`src/rtl/rs_encoder_lfsr.sv`:
```
// rs_encoder_lfsr: systematic RS(7,5) encoder over GF(8), p(x) = x^3 + x + 1.
// Five index-form message symbols are shifted MSB-symbol first through a
// 2-stage LFSR with g(x) = x^2 + a^4*x + a^3. The two parity symbols are then
// appended to form the 21-bit codeword.
// Optional build macro: RS_ENC_ERR_INJECT_EN adds an error-injection port set.
//
// state | meaning
// ------+---------------------------------------------------------------
// IDLE  | waiting for a message, in_ready = 1
// SHIFT | clocking message symbols through the LFSR (cnt 0..4)
// DONE  | codeword valid and held until out_ready
module rs_encoder_lfsr #(
    parameter int SYM_W  = 3,
    parameter int G1_IDX = 5,
    parameter int G0_IDX = 4
) (
    input  logic                 clk,
    input  logic                 reset,
    input  logic                 in_valid,
    output logic                 in_ready,
    input  logic [5*SYM_W-1:0]   message,
    output logic                 out_valid,
    input  logic                 out_ready,
    output logic [7*SYM_W-1:0]   codeword
`ifdef RS_ENC_ERR_INJECT_EN
    ,
    input  logic                 inj_en,
    input  logic [2:0]           inj_pos,
    input  logic [2:0]           inj_val
`endif
);

    typedef enum logic [1:0] {IDLE, SHIFT, DONE} state_t;

    // Index form k -> polynomial form; bit 2 holds the x^0 coefficient.
    function automatic logic [2:0] idx2poly(input logic [2:0] i);
        case (i)
            3'd1:    return 3'b100;
            3'd2:    return 3'b010;
            3'd3:    return 3'b001;
            3'd4:    return 3'b110;
            3'd5:    return 3'b011;
            3'd6:    return 3'b111;
            3'd7:    return 3'b101;
            default: return 3'b000;
        endcase
    endfunction

    function automatic logic [2:0] poly2idx(input logic [2:0] p);
        case (p)
            3'b100:  return 3'd1;
            3'b010:  return 3'd2;
            3'b001:  return 3'd3;
            3'b110:  return 3'd4;
            3'b011:  return 3'd5;
            3'b111:  return 3'd6;
            3'b101:  return 3'd7;
            default: return 3'd0;
        endcase
    endfunction

    // GF(8) multiply of polynomial-form operands via exponent addition mod 7.
    function automatic logic [2:0] gf_mul(input logic [2:0] a, input logic [2:0] b);
        logic [2:0] ia;
        logic [2:0] ib;
        logic [3:0] e;
        ia = poly2idx(a);
        ib = poly2idx(b);
        if (ia == 3'd0 || ib == 3'd0) return 3'b000;
        e = {1'b0, ia} + {1'b0, ib} - 4'd2;
        if (e >= 4'd7) e = e - 4'd7;
        return idx2poly(e[2:0] + 3'd1);
    endfunction

    localparam logic [2:0] G1_P = idx2poly(3'(G1_IDX));
    localparam logic [2:0] G0_P = idx2poly(3'(G0_IDX));

    state_t               state_q, state_d;
    logic [2:0]           cnt_q, cnt_d;
    logic [5*SYM_W-1:0]   msg_q, msg_d;
    logic [2:0]           r1_q, r1_d, r0_q, r0_d;
    logic                 out_valid_q, out_valid_d;
    logic [7*SYM_W-1:0]   codeword_q, codeword_d;
`ifdef RS_ENC_ERR_INJECT_EN
    logic                 inj_en_q, inj_en_d;
    logic [2:0]           inj_pos_q, inj_pos_d;
    logic [2:0]           inj_val_q, inj_val_d;
`endif

    logic [2:0]           sym;
    logic [2:0]           fb;
    logic [2:0]           r1_n, r0_n;
    logic [7*SYM_W-1:0]   cw_new;

    assign in_ready  = (state_q == IDLE) || (state_q == DONE && out_ready);
    assign out_valid = out_valid_q;
    assign codeword  = codeword_q;

    // Next-state, LFSR step and codeword assembly.
    always_comb begin
        state_d     = state_q;
        cnt_d       = cnt_q;
        msg_d       = msg_q;
        r1_d        = r1_q;
        r0_d        = r0_q;
        out_valid_d = out_valid_q;
        codeword_d  = codeword_q;
`ifdef RS_ENC_ERR_INJECT_EN
        inj_en_d    = inj_en_q;
        inj_pos_d   = inj_pos_q;
        inj_val_d   = inj_val_q;
`endif

        case (cnt_q)
            3'd0:    sym = msg_q[14:12];
            3'd1:    sym = msg_q[11:9];
            3'd2:    sym = msg_q[8:6];
            3'd3:    sym = msg_q[5:3];
            default: sym = msg_q[2:0];
        endcase
        fb   = idx2poly(sym) ^ r1_q;
        r1_n = r0_q ^ gf_mul(G1_P, fb);
        r0_n = gf_mul(G0_P, fb);

        cw_new = {msg_q, poly2idx(r1_n), poly2idx(r0_n)};
`ifdef RS_ENC_ERR_INJECT_EN
        if (inj_en_q && inj_val_q != 3'd0) begin
            for (int i = 0; i < 7; i++) begin
                if (inj_pos_q == 3'(i))
                    cw_new[3*i +: 3] = poly2idx(idx2poly(cw_new[3*i +: 3]) ^ idx2poly(inj_val_q));
            end
        end
`endif

        case (state_q)
            SHIFT: begin
                r1_d  = r1_n;
                r0_d  = r0_n;
                cnt_d = cnt_q + 3'd1;
                if (cnt_q == 3'd4) begin
                    cnt_d       = 3'd0;
                    codeword_d  = cw_new;
                    out_valid_d = 1'b1;
                    state_d     = DONE;
                end
            end
            DONE: begin
                if (out_ready) begin
                    out_valid_d = 1'b0;
                    state_d     = IDLE;
                end
            end
            default: ;
        endcase

        // Accept covers both IDLE and the DONE back-to-back handoff.
        if (in_valid && in_ready) begin
            msg_d   = message;
            r1_d    = 3'b000;
            r0_d    = 3'b000;
            cnt_d   = 3'd0;
            state_d = SHIFT;
`ifdef RS_ENC_ERR_INJECT_EN
            inj_en_d  = inj_en;
            inj_pos_d = inj_pos;
            inj_val_d = inj_val;
`endif
        end
    end

    // State and datapath registers with asynchronous clear.
    always_ff @(posedge clk or posedge reset) begin
        if (reset) begin
            state_q     <= IDLE;
            cnt_q       <= '0;
            msg_q       <= '0;
            r1_q        <= '0;
            r0_q        <= '0;
            out_valid_q <= 1'b0;
            codeword_q  <= '0;
`ifdef RS_ENC_ERR_INJECT_EN
            inj_en_q    <= 1'b0;
            inj_pos_q   <= '0;
            inj_val_q   <= '0;
`endif
        end else begin
            state_q     <= state_d;
            cnt_q       <= cnt_d;
            msg_q       <= msg_d;
            r1_q        <= r1_d;
            r0_q        <= r0_d;
            out_valid_q <= out_valid_d;
            codeword_q  <= codeword_d;
`ifdef RS_ENC_ERR_INJECT_EN
            inj_en_q    <= inj_en_d;
            inj_pos_q   <= inj_pos_d;
            inj_val_q   <= inj_val_d;
`endif
        end
    end

endmodule
```
`config.mk`:
```
export PLATFORM = sky130hd
export DESIGN_NAME = rs_encoder_lfsr
export DESIGN_NICKNAME = d
export VERILOG_FILES = /design/src/rtl/rs_encoder_lfsr.sv
export SDC_FILE = /design/constraint.sdc
export NUM_CORES = 1
export LEC_CHECK = 0
export ABC_AREA = 1
export BUFFER_PORTS_ARGS = -buffer_cell sky130_fd_sc_hd__clkbuf_2
export CORE_ASPECT_RATIO = 1.4
export CORE_MARGIN = 4
export CORE_UTILIZATION = 55
export DETAILED_ROUTE_END_ITERATION = 8
export PLACE_DENSITY_LB_ADDON = 0.1
export SLEW_MARGIN = 20
export SYNTH_ARGS = -nofsm -noshare
export SYNTH_HDL_FRONTEND = slang
export SYNTH_SLANG_ARGS = --single-unit
```
`constraint.sdc`:
```
create_clock -name clk -period 3 [get_ports clk]
set_input_delay 0.15 -clock clk [delete_from_list [all_inputs] [get_ports clk]]
set_output_delay 0.15 -clock clk [all_outputs]
set_load 0.02 [all_outputs]
```
[Word level (Yosys, flattened, before mapping)]
Cells that the tools add are included.
Storage, ports and cells
  bits in registers: 48
  bits of input ports: 19
  output and inout bits: 23
  word-level logic and storage cells: 113
Operators by class
  add/sub/neg operators: 9
  $lt $le $gt $ge: 2
  equality and inequality tests: 52
  multiplexer cells: 29
  bitwise gates (word level): 2
  reduce and logical (&&, ||, !) cells: 12
Operator list (count)
  case mux 3 bit (7 select lines): 6
  equality test 3 bit, second input constant: 25
  equality test 3 x 2 -> 1 bit, second input constant: 14
  two-way mux 3 bit: 14
  equality test 3 x 1 -> 1 bit, second input constant: 7
  case mux 3 bit (4 select lines): 1
  adder 3 x 1 -> 3 bit, second input constant: 3
  adder 3 x 3 -> 4 bit, first input constant: 2
  greater-or-equal comparator 4 x 3 -> 1 bit, second input constant: 2
  subtractor 4 x 2 -> 4 bit, second input constant: 2
  zero test 3 bit: 2
  two-way mux 2 bit: 3
  AND reduction 3 bit: 2
  subtractor 3 bit, second input constant: 2
  XOR 3 bit: 2
  inequality test 2 bit, second input constant: 2
  case mux 2 bit (2 select lines): 1
  nonzero test 2 bit: 2
  two-way mux 1 bit: 3
  inequality test 3 x 2 -> 1 bit, second input constant: 1
  inequality test 3 bit, second input constant: 1
  nonzero test 3 bit: 1
  equality test 2 x 1 -> 1 bit, second input constant: 1
  equality test 2 bit, second input constant: 1
  other kinds (5): 6

[Logic depth before layout (Yosys ltp)]
Gate-level depths: netlist of the first run.
  word-level depth: 19
  depth in mapped cells: 27
  depth with buffers taken out: 26

[Worst setup path before layout of the first run]
Ideal clock, no wire load.
  path type: reg2reg
  start point: register cnt_q[0]
  end point: register codeword_q[5] (netlist: codeword[5])
  library setup time: 0.116 ns
  data arrival time: 2.599 ns
  required time: 2.884 ns
  slack: 0.285 ns
  stages on the path, launching flop included: 26
  buffers on the path: 0
  period minus slack after synthesis: 2.715 ns
  path through: dfrtp_1 -> ha_1 -> ha_1 -> nand2_1 -> nand2_1 -> nor2_1 -> nand2_1 -> nand2_2 -> nand2_1 -> nand2_1 -> nand2_1 -> nand2_1 -> inv_1 -> ha_1 -> nor2_1 -> inv_1 -> nand3_1 -> nand2_2 -> nand3_1 -> nand3_1 -> nand2_2 -> nand2_2 -> nand2_1 -> nand2_1 -> nand2_1 -> nand2_1
Between the ends
  cells in the longest elaborated chain, start to end: 19
  elaborated cells between the ends (all ways): 51
  classes of those cells: add/sub (4); order compare (1); eq/ne (32); mux (9); bitwise (2); reduce/logical (3)
Ends and longest elaborated chain
  start, declared: line 79  | logic [2:0] cnt_q, cnt_d;
  start signal, assigned: line 188  | cnt_q <= cnt_d;
  equality test 3 x 2 -> 1 bit (tied with other cells): line 114  | case (cnt_q)
  case mux 3 bit (4 select lines): line 114
  equality test 3 bit (tied with other cells): line 37  | case (i)
  case mux 3 bit (7 select lines): line 37
  XOR 3 bit: line 121  | fb = idx2poly(sym) ^ r1_q;
  equality test 3 bit (tied with other cells): line 50  | case (p)
  case mux 3 bit (7 select lines): line 50
  adder 3 x 3 -> 4 bit: line 70  | e = {1'b0, ia} + {1'b0, ib} - 4'd2;
  [... 3 more ...]
  two-way mux 3 bit: line 70
  adder 3 x 1 -> 3 bit: line 72  | return idx2poly(e[2:0] + 3'd1);
  equality test 3 bit (tied with other cells): line 37
  case mux 3 bit (7 select lines): line 37
  two-way mux 3 bit: line 70
  XOR 3 bit: line 122  | r1_n = r0_q ^ gf_mul(G1_P, fb);
  equality test 3 bit (tied with other cells): line 50
  case mux 3 bit (7 select lines): line 50
  end signal, assigned: line 193  | codeword_q <= codeword_d;
  end, declared: line 83  | logic [7*SYM_W-1:0] codeword_q, codeword_d;
Several ways; a longest one is shown, not always the timed one. The select of a mux whose other input is x is not followed.
A chain may end at the register's enable or synchronous reset.

[Final worst setup path of the first run]
  start point: register cnt_q[0]
  end point: register codeword_q[4] (netlist: codeword[4])
The elaborated chain is that of the path after synthesis.

==> results of run 1 <==
-- through the flow --
step / power (W) / cells / hold WS, ns / setup TNS (ns) / worst slack [ns]
finish: 0.001216 / 397 / 0.04920 / 0 / 0.2069
floorplan: 0.0007808 / 282 / 0.3006 / 0 / 0.2849
detailed placement: 0.0008181 / 381 / 0.3868 / -0.04099 / -0.02113
CTS: 0.001195 / 390 / 0.06919 / 0 / 0.02623
global route: 0.001281 / 397 / 0.05964 / -0.1152 / -0.06986
global placement: 0.0008156 / 381 / 0.3837 / 0 / 0.04118
-- flip-flops by register name, indices dropped and copies added (netlist names) --
register,flops
cnt_q,3
codeword,21
msg_q,15
out_valid,1
r0_q,3
r1_q,3
state_q,2
-- cell usage in the layout (no fill, tap or decap) --
master,n
clkbuf_2,41
clkbuf_1,2
nor2_1,3
nand2_2,25
o21ai_4,1
a21oi_1,6
clkinv_4,1
clkinv_1,1
a21oi_4,1
nand2_1,91
nor2_4,2
o21ai_0,6
nor2_2,4
inv_1,14
xnor2_1,1
dfrtp_1,47
a22o_1,2
buf_4,11
o21ai_2,1
ha_4,6
dfrtp_2,1
o22ai_1,6
inv_2,9
ha_2,2
nand3_1,20
nand2_4,1
nand3_2,11
buf_6,1
mux2_2,15
clkbuf_8,5
-- routing by layer --
| layer | vias up | part of all wire [%] | global-route usage, % |
|---|---|---|---|
| met3 | 11 | 2.9 | 3.502 |
| li1 | 1012 | - | - |
| met2 | 38 | 55 | 35.34 |
| met1 | 981 | 40 | 24.34 |
| met5 | - | 0 | 0 |
| met4 | 0 | 2.0 | 8.269 |
-- kinds of logic after synthesis --
kind of cell             after synthesis
AND/OR/NAND/NOR                      157
XOR/XNOR                               1
buffers and inverters                 30
AO/OA/AOI/OAI                         23
multiplexers                          15
adder cells (fa/ha/maj)                8
flip-flops                            48
-- repair_timing --
item                       in CTS  in global routing
setup buffers                   1                  7
setup endpoints to repair       3                  8
pin swaps                       2                 22
gates resized for setup         3                 44
gates cloned                    0                  0
-- cell type report --
type	count	share of cell area, %
Inverter	24	2.959
Multi-Input combinational cell	204	42.46
Clock buffer	7	2.507
Timing Repair Buffer	53	9.823
Tap cell	60	2.466
Clock inverter	1	0.2877
Sequential cell	48	39.50
-- power groups by stage --
stage	Clock, W	Combinational (W)	Sequential (W)
2_1_floorplan	0	0.000106	0.000675
3_3_place_gp	0	0.000138	0.000678
3_5_place_dp	0	0.000140	0.000678
4_1_cts	0.000388	0.000142	0.000665
5_1_grt	0.000423	0.000191	0.000667
6_report	0.000379	0.000171	0.000666
-- path summary, 6_finish.rpt --
check	start	end	slack (ns)
setup / recovery	cnt_q[0]$_DFFE_PP0P_	codeword[4]$_DFFE_PP0P_	0.21
hold / removal	reset	codeword[2]$_DFFE_PP0P_	0.05
setup reg to reg	cnt_q[0]$_DFFE_PP0P_	codeword[4]$_DFFE_PP0P_	0.21
hold reg to reg	codeword[9]$_DFFE_PP0P_	codeword[9]$_DFFE_PP0P_	0.48
max in group asynchronous	reset	cnt_q[0]$_DFFE_PP0P_	2.27
min in group clk	message[3]	msg_q[3]$_DFFE_PP0P_	0.08
-- worst register-to-register path: cells and delay by family (launching register included) --
family | cells | cell delay, ns
simple gates | 19 | 1.52
buf+inv | 3 | 0.18
flops | 1 | 0.46
fa+ha+maj | 3 | 0.52
==> results by group, run 1 <==
Critical path
  – Slowest library cell on the worst path: dfrtp_2
  – Category of the worst setup path capture point: flip-flop
  – Data arrival time at the worst-slack endpoint: roughly 3.0 ns
  – CP Data Required Time: approximately 3.2 ns
  – Maximum fanout encountered on the critical timing path: 5
  – Type of element launching the critical path: flip-flop
  – Peak per-stage delay on the critical path: around 0.46 ns
  – Cell count of the worst reg-to-reg path: 25
  – Count of cell instances traversed by the critical path: 25
  – Top Family by Delay on Critical Path: simple AND/OR/NAND/NOR gates
  – Buffer and inverter count on the worst path: 3
  – Cell with the most instances on the worst path: nand2_2
  – WS Path Type: reg -> reg

Clock tree
  – Largest buffer count on any clock path: 2
  – Hold-fix buffer count after cts: 0
  – Total number of H-tree levels: 2
  – CTS tree: built
  – Number of buffers added by the clock tree synthesis step: 5
  – Library cell used as clock root buffer: clkbuf_8
  – Sinks on Clock Net: 48
  – Clock latency on the worst-skew pair: about 0.30 ns
  – Clock input transition at the sequential cells of the worst setup and hold paths: 0.09 ns

Synth
  – Dominant cell type by area after synthesis: dfrtp_1
  – Post-synth top area share: just under 50%
  – Async S/R FF share, synth: between 90% and 100%
  – Adder-Cell Fraction of Synth Area: 4.105%
  – Simple-gate share of the synthesized area: 28.63%
  – Mean instance size in the synthesized netlist: between 8 and 9 sq um
  – Number of enable flip-flop cells after synthesis: 0
  – Compound-Gate Fraction of Synth Area: under 10%
  – Multiplexer fraction of the synthesized cell area: 6.927%
  – Area share of xor/xnor cells in the synthesized design: 0.3592%
  – Flops & latches, synth: 48
  – Warning count from the yosys run: 0
  – Dominant cells by area after synthesis: dfrtp_1 (49%), nand2_1 (16%), mux2_2 (6.9%), nand3_1 (5.5%), ha_1 (4.1%)
  – Net count after synthesis: ~310
  – Post-synth cell types: 24
  – Post-synthesis instance area: around 2400 sq um
  – Sequential area share after synthesis: roughly half
  – Dominant combinational cell family by area after synthesis: simple AND/OR/NAND/NOR gates
  – Synthesized netlist cell count: approximately 280
  – Most common cell in the netlist: nand2_1
  – Dominant register cell in the synthesized netlist: dfrtp_1
  – Top post-synthesis cells by count: nand2_1 (102), dfrtp_1 (48), nand3_1 (27)

Cells and area
  – Count of fill cells added during filler insertion: between 300 and 400
  – Layout overhead on the synthesized area: 24.83%
  – Sequential Area: around 1200 sq um
  – Nets: approximately 360
  – Finished layout cell area: 3044 sq um
  – Layout Utilization: between 70 and 80%
  – Footprint of the multi-input gates: around 1300 sq um
  – Share of cells above drive strength 1: ~41%
  – # diodes: 0

Route
  – Vias: 2042
  – Post-detailed-route wirelength per cell: roughly 14 um
  – Drt first pass iters: 4
  – Drc violations: 0
  – Number of routed nets with antenna violations: 0
  – DRC marker count from the first detailed-route iteration: 53
  – Total wire length: 5507 um
  – Avg Vias per Cell: 5.144

Power and ir drop
  – Sw Ratio: 26.63%
  – Sw power: 0.0003238 W
  – Standby leakage power: about 1.6 nW
  – Internal power: 0.0008922 W
  – Relative contribution of the clock network to total power: a little under a third
  – Sequential share of power: between 50% and 60%
  – Gate power share: 14.1%
  – Worst vdd rail ir drop: 296.5 uV
  – Power density normalized to cell area: around 400 nW/um^2

STA
  – Final period utilization: just over 90%
  – Fin crit period: 2.793 ns
  – Maximum clock rate: 358.0 MHz
  – Final hold violations: 0
  – # setup viols final: 0
  – Slew of the pin with the lowest slew margin: about 1 ns
  – Pins over their slew limit: 0
  – Unrepaired setup endpoints after global routing: true
  – Remaining max-slew budget at the tightest pin: about a third
  – Post-route clock skew: between 0.007 and 0.008 ns

Flow run
  – Max cap viols: 0

Hold path
  – Kind of path behind the tightest hold check: in -> async

Placed design
  – Buffers on Ports: a little over 40
  – Weighted congestion at the end of routability-driven global placement: ~0.85
  – Post-DP Area: 2715 sq um
  – HPWL after detailed placement: 3822 um

Floorplanning
  – Initial core utilization: a little under three fifths
  – Count of boundary I/O pins: 42
  – Die area: 5578 sq um
  – # rows: 28
  – Die W: 64.28 um
  – Height of the chip: about 87 um
  – Core footprint: roughly 4300 sq um

Global route
  – GRT Util Overall: 20.14%
  – Number of global-route vias before repair: around 1900
  – Largest net degree at the start of global routing: between 40 and 50
  – Overflow left after global routing: 0
  – Global-route wire length before repair: between 8000 and 9000 um
  – Antenna violations before repair: 0

Outcome
  – Result of the run: complete, no violations
No activity file was read; power rests on OpenSTA's default activity.
==> run 2, diff against run 1 <==
--- a/config.mk
+++ b/config.mk
@@ -12,6 +12,7 @@
 export CORE_UTILIZATION = 55
 export DETAILED_ROUTE_END_ITERATION = 8
 export PLACE_DENSITY_LB_ADDON = 0.1
+export SETUP_SLACK_MARGIN = 0.4
 export SLEW_MARGIN = 20
 export SYNTH_ARGS = -nofsm -noshare
 export SYNTH_HDL_FRONTEND = slang
==> results by group, run 2 (synthesis results as in run 1) <==
Clock tree
  – Hold-fix buffer count after cts: 0
  – Total number of H-tree levels: 2
  – Sinks on Clock Net: between 40 and 50
  – Library cell used as clock root buffer: clkbuf_8
  – Clock latency on the worst-skew pair: ~0.30 ns
  – Number of buffers added by the clock tree synthesis step: 5
  – CTS tree: built
  – Clock input transition at the sequential cells of the worst setup and hold paths: about 0.090 ns
  – Largest buffer count on any clock path: 2

Route
  – Post-detailed-route wirelength per cell: approximately 16 um
  – Vias: 2174
  – Avg Vias per Cell: about 5.3
  – Number of routed nets with antenna violations: 0
  – Drt first pass iters: 4
  – DRC marker count from the first detailed-route iteration: 122
  – Drc violations: 0
  – Total wire length: about 6300 um

Outcome
  – Result of the run: complete, no violations

STA
  – Slew of the pin with the lowest slew margin: between 0.9 and 1 ns
  – Final hold violations: 0
  – # setup viols final: 0
  – Remaining max-slew budget at the tightest pin: about a third
  – Unrepaired setup endpoints after global routing: true
  – Final setup TNS: 0 ns
  – Maximum clock rate: 334.9 MHz
  – Final period utilization: between 90% and 100%
  – Post-route clock skew: just over 0.01 ns
  – Pins over their slew limit: 0
  – Fin crit period: about 3 ns

Critical path
  – Category of the worst setup path capture point: flip-flop
  – Top Family by Delay on Critical Path: simple AND/OR/NAND/NOR gates
  – WS Path Type: reg -> reg
  – Type of element launching the critical path: flip-flop
  – Peak per-stage delay on the critical path: around 0.44 ns
  – CP Data Required Time: 3.25 ns
  – Data arrival time at the worst-slack endpoint: 3.24 ns
  – Maximum fanout encountered on the critical timing path: 5
  – Buffer and inverter count on the worst path: 3
  – Worst-path cell chain: ha_2, ha_4, a21oi_4, nand3_2, nand2_4, inv_4, nand2_2, nand3_2, nand2_4, inv_2, ha_4, nor2_4, inv_2, nand3_2, nand2_4, o21ai_4, nand2_2, nand2_1, nand2_2, a21oi_1, nand2_1, nand2_1
  – Slowest library cell on the worst path: dfrtp_1

Power and ir drop
  – Worst vdd rail ir drop: around 380 uV
  – Standby leakage power: roughly 1.7 nW
  – Power density normalized to cell area: around 400 nW/um^2

Cells and area
  – Layout overhead on the synthesized area: 32.89%
  – Max reg flops: 21
  – Nets: around 370
  – # diodes: 0
  – Most common cell after layout, fill and taps aside: nand2_1
  – Share of cells above drive strength 1: about 46%
  – Count of fill cells added during filler insertion: about 340
  – Finished layout cell area: between 3000 and 4000 sq um
  – Commonest non-fill, non-tap cells in the layout: nand2_1 (86), dfrtp_1 (48), clkbuf_2 (41)

Global route
  – Number of global-route vias before repair: between 2000 and 2500
  – Antenna violations before repair: 0
  – Overflow left after global routing: 0
  – Global-route wire length before repair: slightly above 9000 um
  – GRT Util Overall: 21.20%
  – Largest net degree at the start of global routing: between 40 and 50

Placed design
  – HPWL after detailed placement: approximately 3800 um
  – Buffers on Ports: slightly above 40
  – Post-DP Area: roughly 2700 sq um
  – Weighted congestion at the end of routability-driven global placement: a little over 0.8

Floorplanning
  – Count of boundary I/O pins: 42
  – Core footprint: 4274 sq um
  – Height of the chip: about 87 um
  – Die area: 5578 sq um
  – # rows: 28
  – Die W: roughly 64 um
  – Initial core utilization: a little under three fifths

Flow run
  – Max cap viols: 0

Hold path
  – Kind of path behind the tightest hold check: in -> async
==> run 2: cell count changes in the layout (fill, tap and decap cells not counted), moves of 2 or more <==
cell	previous run	this run
nand2_1	91	86
nand3_1	20	16
buf_4	11	22
nand2_4	1	12
nand3_4	0	4
inv_4	0	2
nand2_2	25	19
==> run 2: metrics by stage <==
step | total power (W) | utilization, % | std cells | setup WS [ns] | hold WS [ns]
after floorplan | 0.0007826 | - | 282 | 0.4158 | 0.3006
after global placement | 0.0008178 | 64.02 | 380 | 0.1702 | 0.3813
after CTS | 0.001230 | 70.58 | 403 | 0.2778 | 0.07408
final | 0.001284 | 75.82 | 407 | 0.01417 | 0.04715
after detailed placement | 0.0008197 | 64.02 | 380 | 0.1336 | 0.3870
after global routing | 0.001334 | 75.82 | 407 | -0.1174 | 0.07206
==> run 2: final timing paths <==
| kind | startpoint | end | slack [ns] | cells after the start |
|---|---|---|---|---|
| min in group clk | message[9] | msg_q[9]$_DFFE_PP0P_ | 0.07 | 2 |
| max | cnt_q[0]$_DFFE_PP0P_ | codeword[4]$_DFFE_PP0P_ | 0.01 | 22 |
| min reg2reg | codeword[17]$_DFFE_PP0P_ | codeword[17]$_DFFE_PP0P_ | 0.48 | 2 |
| max in group asynchronous | reset | codeword[6]$_DFFE_PP0P_ | 2.32 | 2 |
| min | reset | codeword[3]$_DFFE_PP0P_ | 0.05 | 2 |
| max reg2reg | cnt_q[0]$_DFFE_PP0P_ | codeword[4]$_DFFE_PP0P_ | 0.01 | 22 |
==> run 2: repair_timing <==
| action | in CTS | in global routing |
|---|---|---|
| resized for setup | 25 | 41 |
| setup endpoints to repair | 8 | 11 |
| buffers inserted | 15 | 4 |
| pin swaps | 25 | 27 |
==> run 2: layout make-up <==
| cell class | count | area, sq um | area share (%) |
|---|---|---|---|
| Timing Repair Buffer | 63 | 370.4 | 11.43 |
| Sequential cell | 48 | 1201 | 37.07 |
| Tap cell | 60 | 75.07 | 2.317 |
| Clock buffer | 7 | 76.32 | 2.355 |
| Clock inverter | 1 | 8.758 | 0.2703 |
| Multi-Input combinational cell | 204 | 1414 | 43.63 |
| Inverter | 24 | 95.09 | 2.934 |
==> run 2: power by group <==
part	switching, W	internal (W)
Sequential	0.00000966	0.000657
Clock	0.000219	0.000167
Combinational	0.000136	0.0000960
==> run 2: metal layers <==
layer  global-route usage [%]  wire length (um)
met2                    39.66              3462
met4                    9.231               289
met1                    23.34              2371
met3                    3.372               206
met5                        0                 0
==> run 2: worst register-to-register path, stage by stage, from the launching register on <==
cell	delay (ns)
dfrtp_1	0.44
ha_2	0.21
ha_4	0.18
a21oi_4	0.17
nand3_2	0.13
nand2_4	0.12
inv_4	0.06
nand2_2	0.08
nand3_2	0.11
nand2_4	0.14
inv_2	0.06
ha_4	0.17
nor2_4	0.13
inv_2	0.05
nand3_2	0.08
nand2_4	0.09
o21ai_4	0.15
nand2_2	0.10
nand2_1	0.08
nand2_2	0.07
a21oi_1	0.17
nand2_1	0.08
nand2_1	0.06
==> run 3, diff against run 2 <==
--- a/config.mk
+++ b/config.mk
@@ -10,8 +10,9 @@
 export CORE_ASPECT_RATIO = 1.4
 export CORE_MARGIN = 4
 export CORE_UTILIZATION = 55
+export CTS_CLUSTER_SIZE = 30
 export DETAILED_ROUTE_END_ITERATION = 8
-export PLACE_DENSITY_LB_ADDON = 0.1
+export PLACE_DENSITY = 0.78
 export SETUP_SLACK_MARGIN = 0.4
 export SLEW_MARGIN = 20
 export SYNTH_ARGS = -nofsm -noshare
==> results by group, run 3 (synthesis results as in run 1) <==
Placed design
  – Total instance count after detailed placement: between 300 and 400
  – Weighted congestion at the end of routability-driven global placement: slightly above 0.8
  – Buffers on Ports: 41
  – HPWL after detailed placement: around 3700 um

Critical path
  – First element of the critical path: cnt_q[1]$_DFFE_PP0P_
  – Cell with the most instances on the worst path: nand2_4
  – Maximum fanout encountered on the critical timing path: 4
  – Category of the worst setup path capture point: flip-flop
  – Startpoint of the most critical register-to-register path: cnt_q[1]$_DFFE_PP0P_
  – WS Path Type: reg -> reg
  – Worst-path cell chain: ha_2, ha_4, a21oi_4, nand3_2, nand2_4, nand2_4, nand2_4, nand2_4, buf_4, buf_4, buf_4, nand2_1, nand3_2, nand2_4, nand2_2, nand2_2, nand2_2, nand2_4, nand2_4, nand2_2, nand2_2, nand2_1, nand2_1
  – Data arrival time at the worst-slack endpoint: about 3.1 ns
  – CP Data Required Time: ~3.2 ns
  – Buffer and inverter count on the worst path: 3
  – Top Family by Delay on Critical Path: simple AND/OR/NAND/NOR gates
  – Type of element launching the critical path: flip-flop
  – Slowest library cell on the worst path: dfrtp_1
  – Peak per-stage delay on the critical path: 0.43 ns

Cells and area
  – Max reg flops: 21
  – # diodes: 0
  – Layout Utilization: approximately 77%
  – Post-layout instance count excluding filler cells: ~410
  – Layout overhead on the synthesized area: 35.40%
  – Count of fill cells added during filler insertion: roughly 310
  – Nets: 372
  – Commonest non-fill, non-tap cells in the layout: nand2_1 (85), dfrtp_1 (48), clkbuf_2 (41)
  – Most common cell after layout, fill and taps aside: nand2_1
  – Share of cells above drive strength 1: between 40% and 50%

Clock tree
  – Clock latency on the worst-skew pair: between 0.3 and 0.4 ns
  – Sinks on Clock Net: between 40 and 50
  – Largest buffer count on any clock path: 2
  – Total number of H-tree levels: 2
  – Number of buffers added by the clock tree synthesis step: 5
  – Clock input transition at the sequential cells of the worst setup and hold paths: around 0.10 ns
  – Hold-fix buffer count after cts: 0
  – CTS tree: built
  – Library cell used as clock root buffer: clkbuf_8

STA
  – Pins over their slew limit: 0
  – Final period utilization: 96.55%
  – Final setup TNS: 0 ns
  – Maximum clock rate: roughly 350 MHz
  – # setup viols final: 0
  – Unrepaired setup endpoints after global routing: true
  – Remaining max-slew budget at the tightest pin: 45.17%
  – Post-route clock skew: between 0.006 and 0.007 ns
  – Slew of the pin with the lowest slew margin: 0.8215 ns
  – Fin crit period: 2.897 ns
  – Hold Worst Slack: -0.04772 ns
  – Final hold violations: 48

Flow run
  – Max cap viols: 0

Global route
  – Largest net degree at the start of global routing: 49
  – Number of global-route vias before repair: approximately 2200
  – Antenna violations before repair: 0
  – GRT Util Overall: between 20% and 30%
  – Global-route wire length before repair: between 9000 and 10000 um
  – Overflow left after global routing: 0

Route
  – Number of routed nets with antenna violations: 0
  – Vias: between 2000 and 2500
  – Drc violations: 0
  – Drt first pass iters: 4
  – Avg Vias per Cell: approximately 5.4
  – DRC marker count from the first detailed-route iteration: ~150
  – Total wire length: around 6500 um
  – Post-detailed-route wirelength per cell: around 16 um

Power and ir drop
  – Sequential share of power: 48.3%
  – Worst vdd rail ir drop: ~330 uV
  – Internal power: about 0.0010 W
  – Relative contribution of the clock network to total power: between 30% and 40%
  – Power density normalized to cell area: around 420 nW/um^2
  – Sw power: ~0.00038 W
  – Sw Ratio: a little over a quarter
  – Gate power share: between 10% and 20%
  – Standby leakage power: about 1.7 nW

Hold path
  – Kind of path behind the tightest hold check: in -> async

Floorplanning
  – Initial core utilization: 57.06%
  – Height of the chip: roughly 87 um
  – Count of boundary I/O pins: 42
  – Die area: about 5600 sq um
  – Die W: ~64 um
  – # rows: 28
  – Core footprint: approximately 4300 sq um

Outcome
  – Violated checks: negative hold slack
  – Result of the run: finished with violations
==> run 3: cell count changes in the layout (fill, tap and decap cells not counted), sizes merged <==
| cell | before | now |
|---|---|---|
| buf | 22 | 21 |
| bufinv | 0 | 1 |
| clkbuf | 48 | 46 |
| clkinv | 2 | 1 |
| clkinvlp | 0 | 2 |
==> run 3: routing by layer <==
| metal | share of wire [%] | vias up | global-route usage [%] |
|---|---|---|---|
| met5 | 0 | - | 0 |
| met4 | 3.5 | 0 | 10.77 |
| met3 | 3.3 | 23 | 3.243 |
| met2 | 55 | 61 | 40.41 |
| met1 | 38 | 1082 | 23.49 |
| li1 | - | 1024 | - |
==> run 3: timing repair <==
item                                    CTS  global route
resized for setup                        21            50
setup buffers                            11             8
pin swaps                                22            33
endpoints found under the setup margin    9            15
==> run 3: final timing paths <==
check                           slack, ns  depth (start not counted)                  endpoint
worst max-delay path                 0.10                         23   codeword[5]$_DFFE_PP0P_
worst min-delay path                -0.05                          2  codeword[17]$_DFFE_PP0P_
worst max register to register       0.10                         23   codeword[5]$_DFFE_PP0P_
max in group asynchronous            2.55                          2    state_q[0]$_DFFE_PP0P_
min in group clk                     0.07                          2      msg_q[9]$_DFFE_PP0P_
worst min register to register       0.48                          2  codeword[20]$_DFFE_PP0P_
==> run 3: power groups by stage <==
stage	Combinational, W	Sequential [W]	Clock (W)
global placement	0.000138	0.000679	0
floorplan	0.000107	0.000675	0
finish	0.000233	0.000667	0.000480
CTS	0.000161	0.000667	0.000484
global route	0.000253	0.000668	0.000517
detailed placement	0.000139	0.000679	0
==> run 3: stage by stage <==
| step | power [W] | cell area (sq um) | worst slack, ns |
|---|---|---|---|
| CTS | 0.001311 | 3002 | 0.2437 |
| floorplan | 0.0007826 | 2467 | 0.4158 |
| detailed placement | 0.0008180 | 2729 | 0.08707 |
| global route | 0.001438 | 3302 | -0.07373 |
| global placement | 0.0008165 | 2729 | 0.1946 |
| finish | 0.001380 | 3302 | 0.1034 |
==> run 3: final cells by class <==
type | instances | area (sq um) | share of cell area, %
tap | 60 | 75.07 | 2.274
inverter | 24 | 102.6 | 3.107
multi-input combinational | 204 | 1433 | 43.39
sequential | 48 | 1201 | 36.38
timing repair buffer | 62 | 375.4 | 11.37
clock buffer | 5 | 68.82 | 2.084
clock inverter | 3 | 46.29 | 1.402
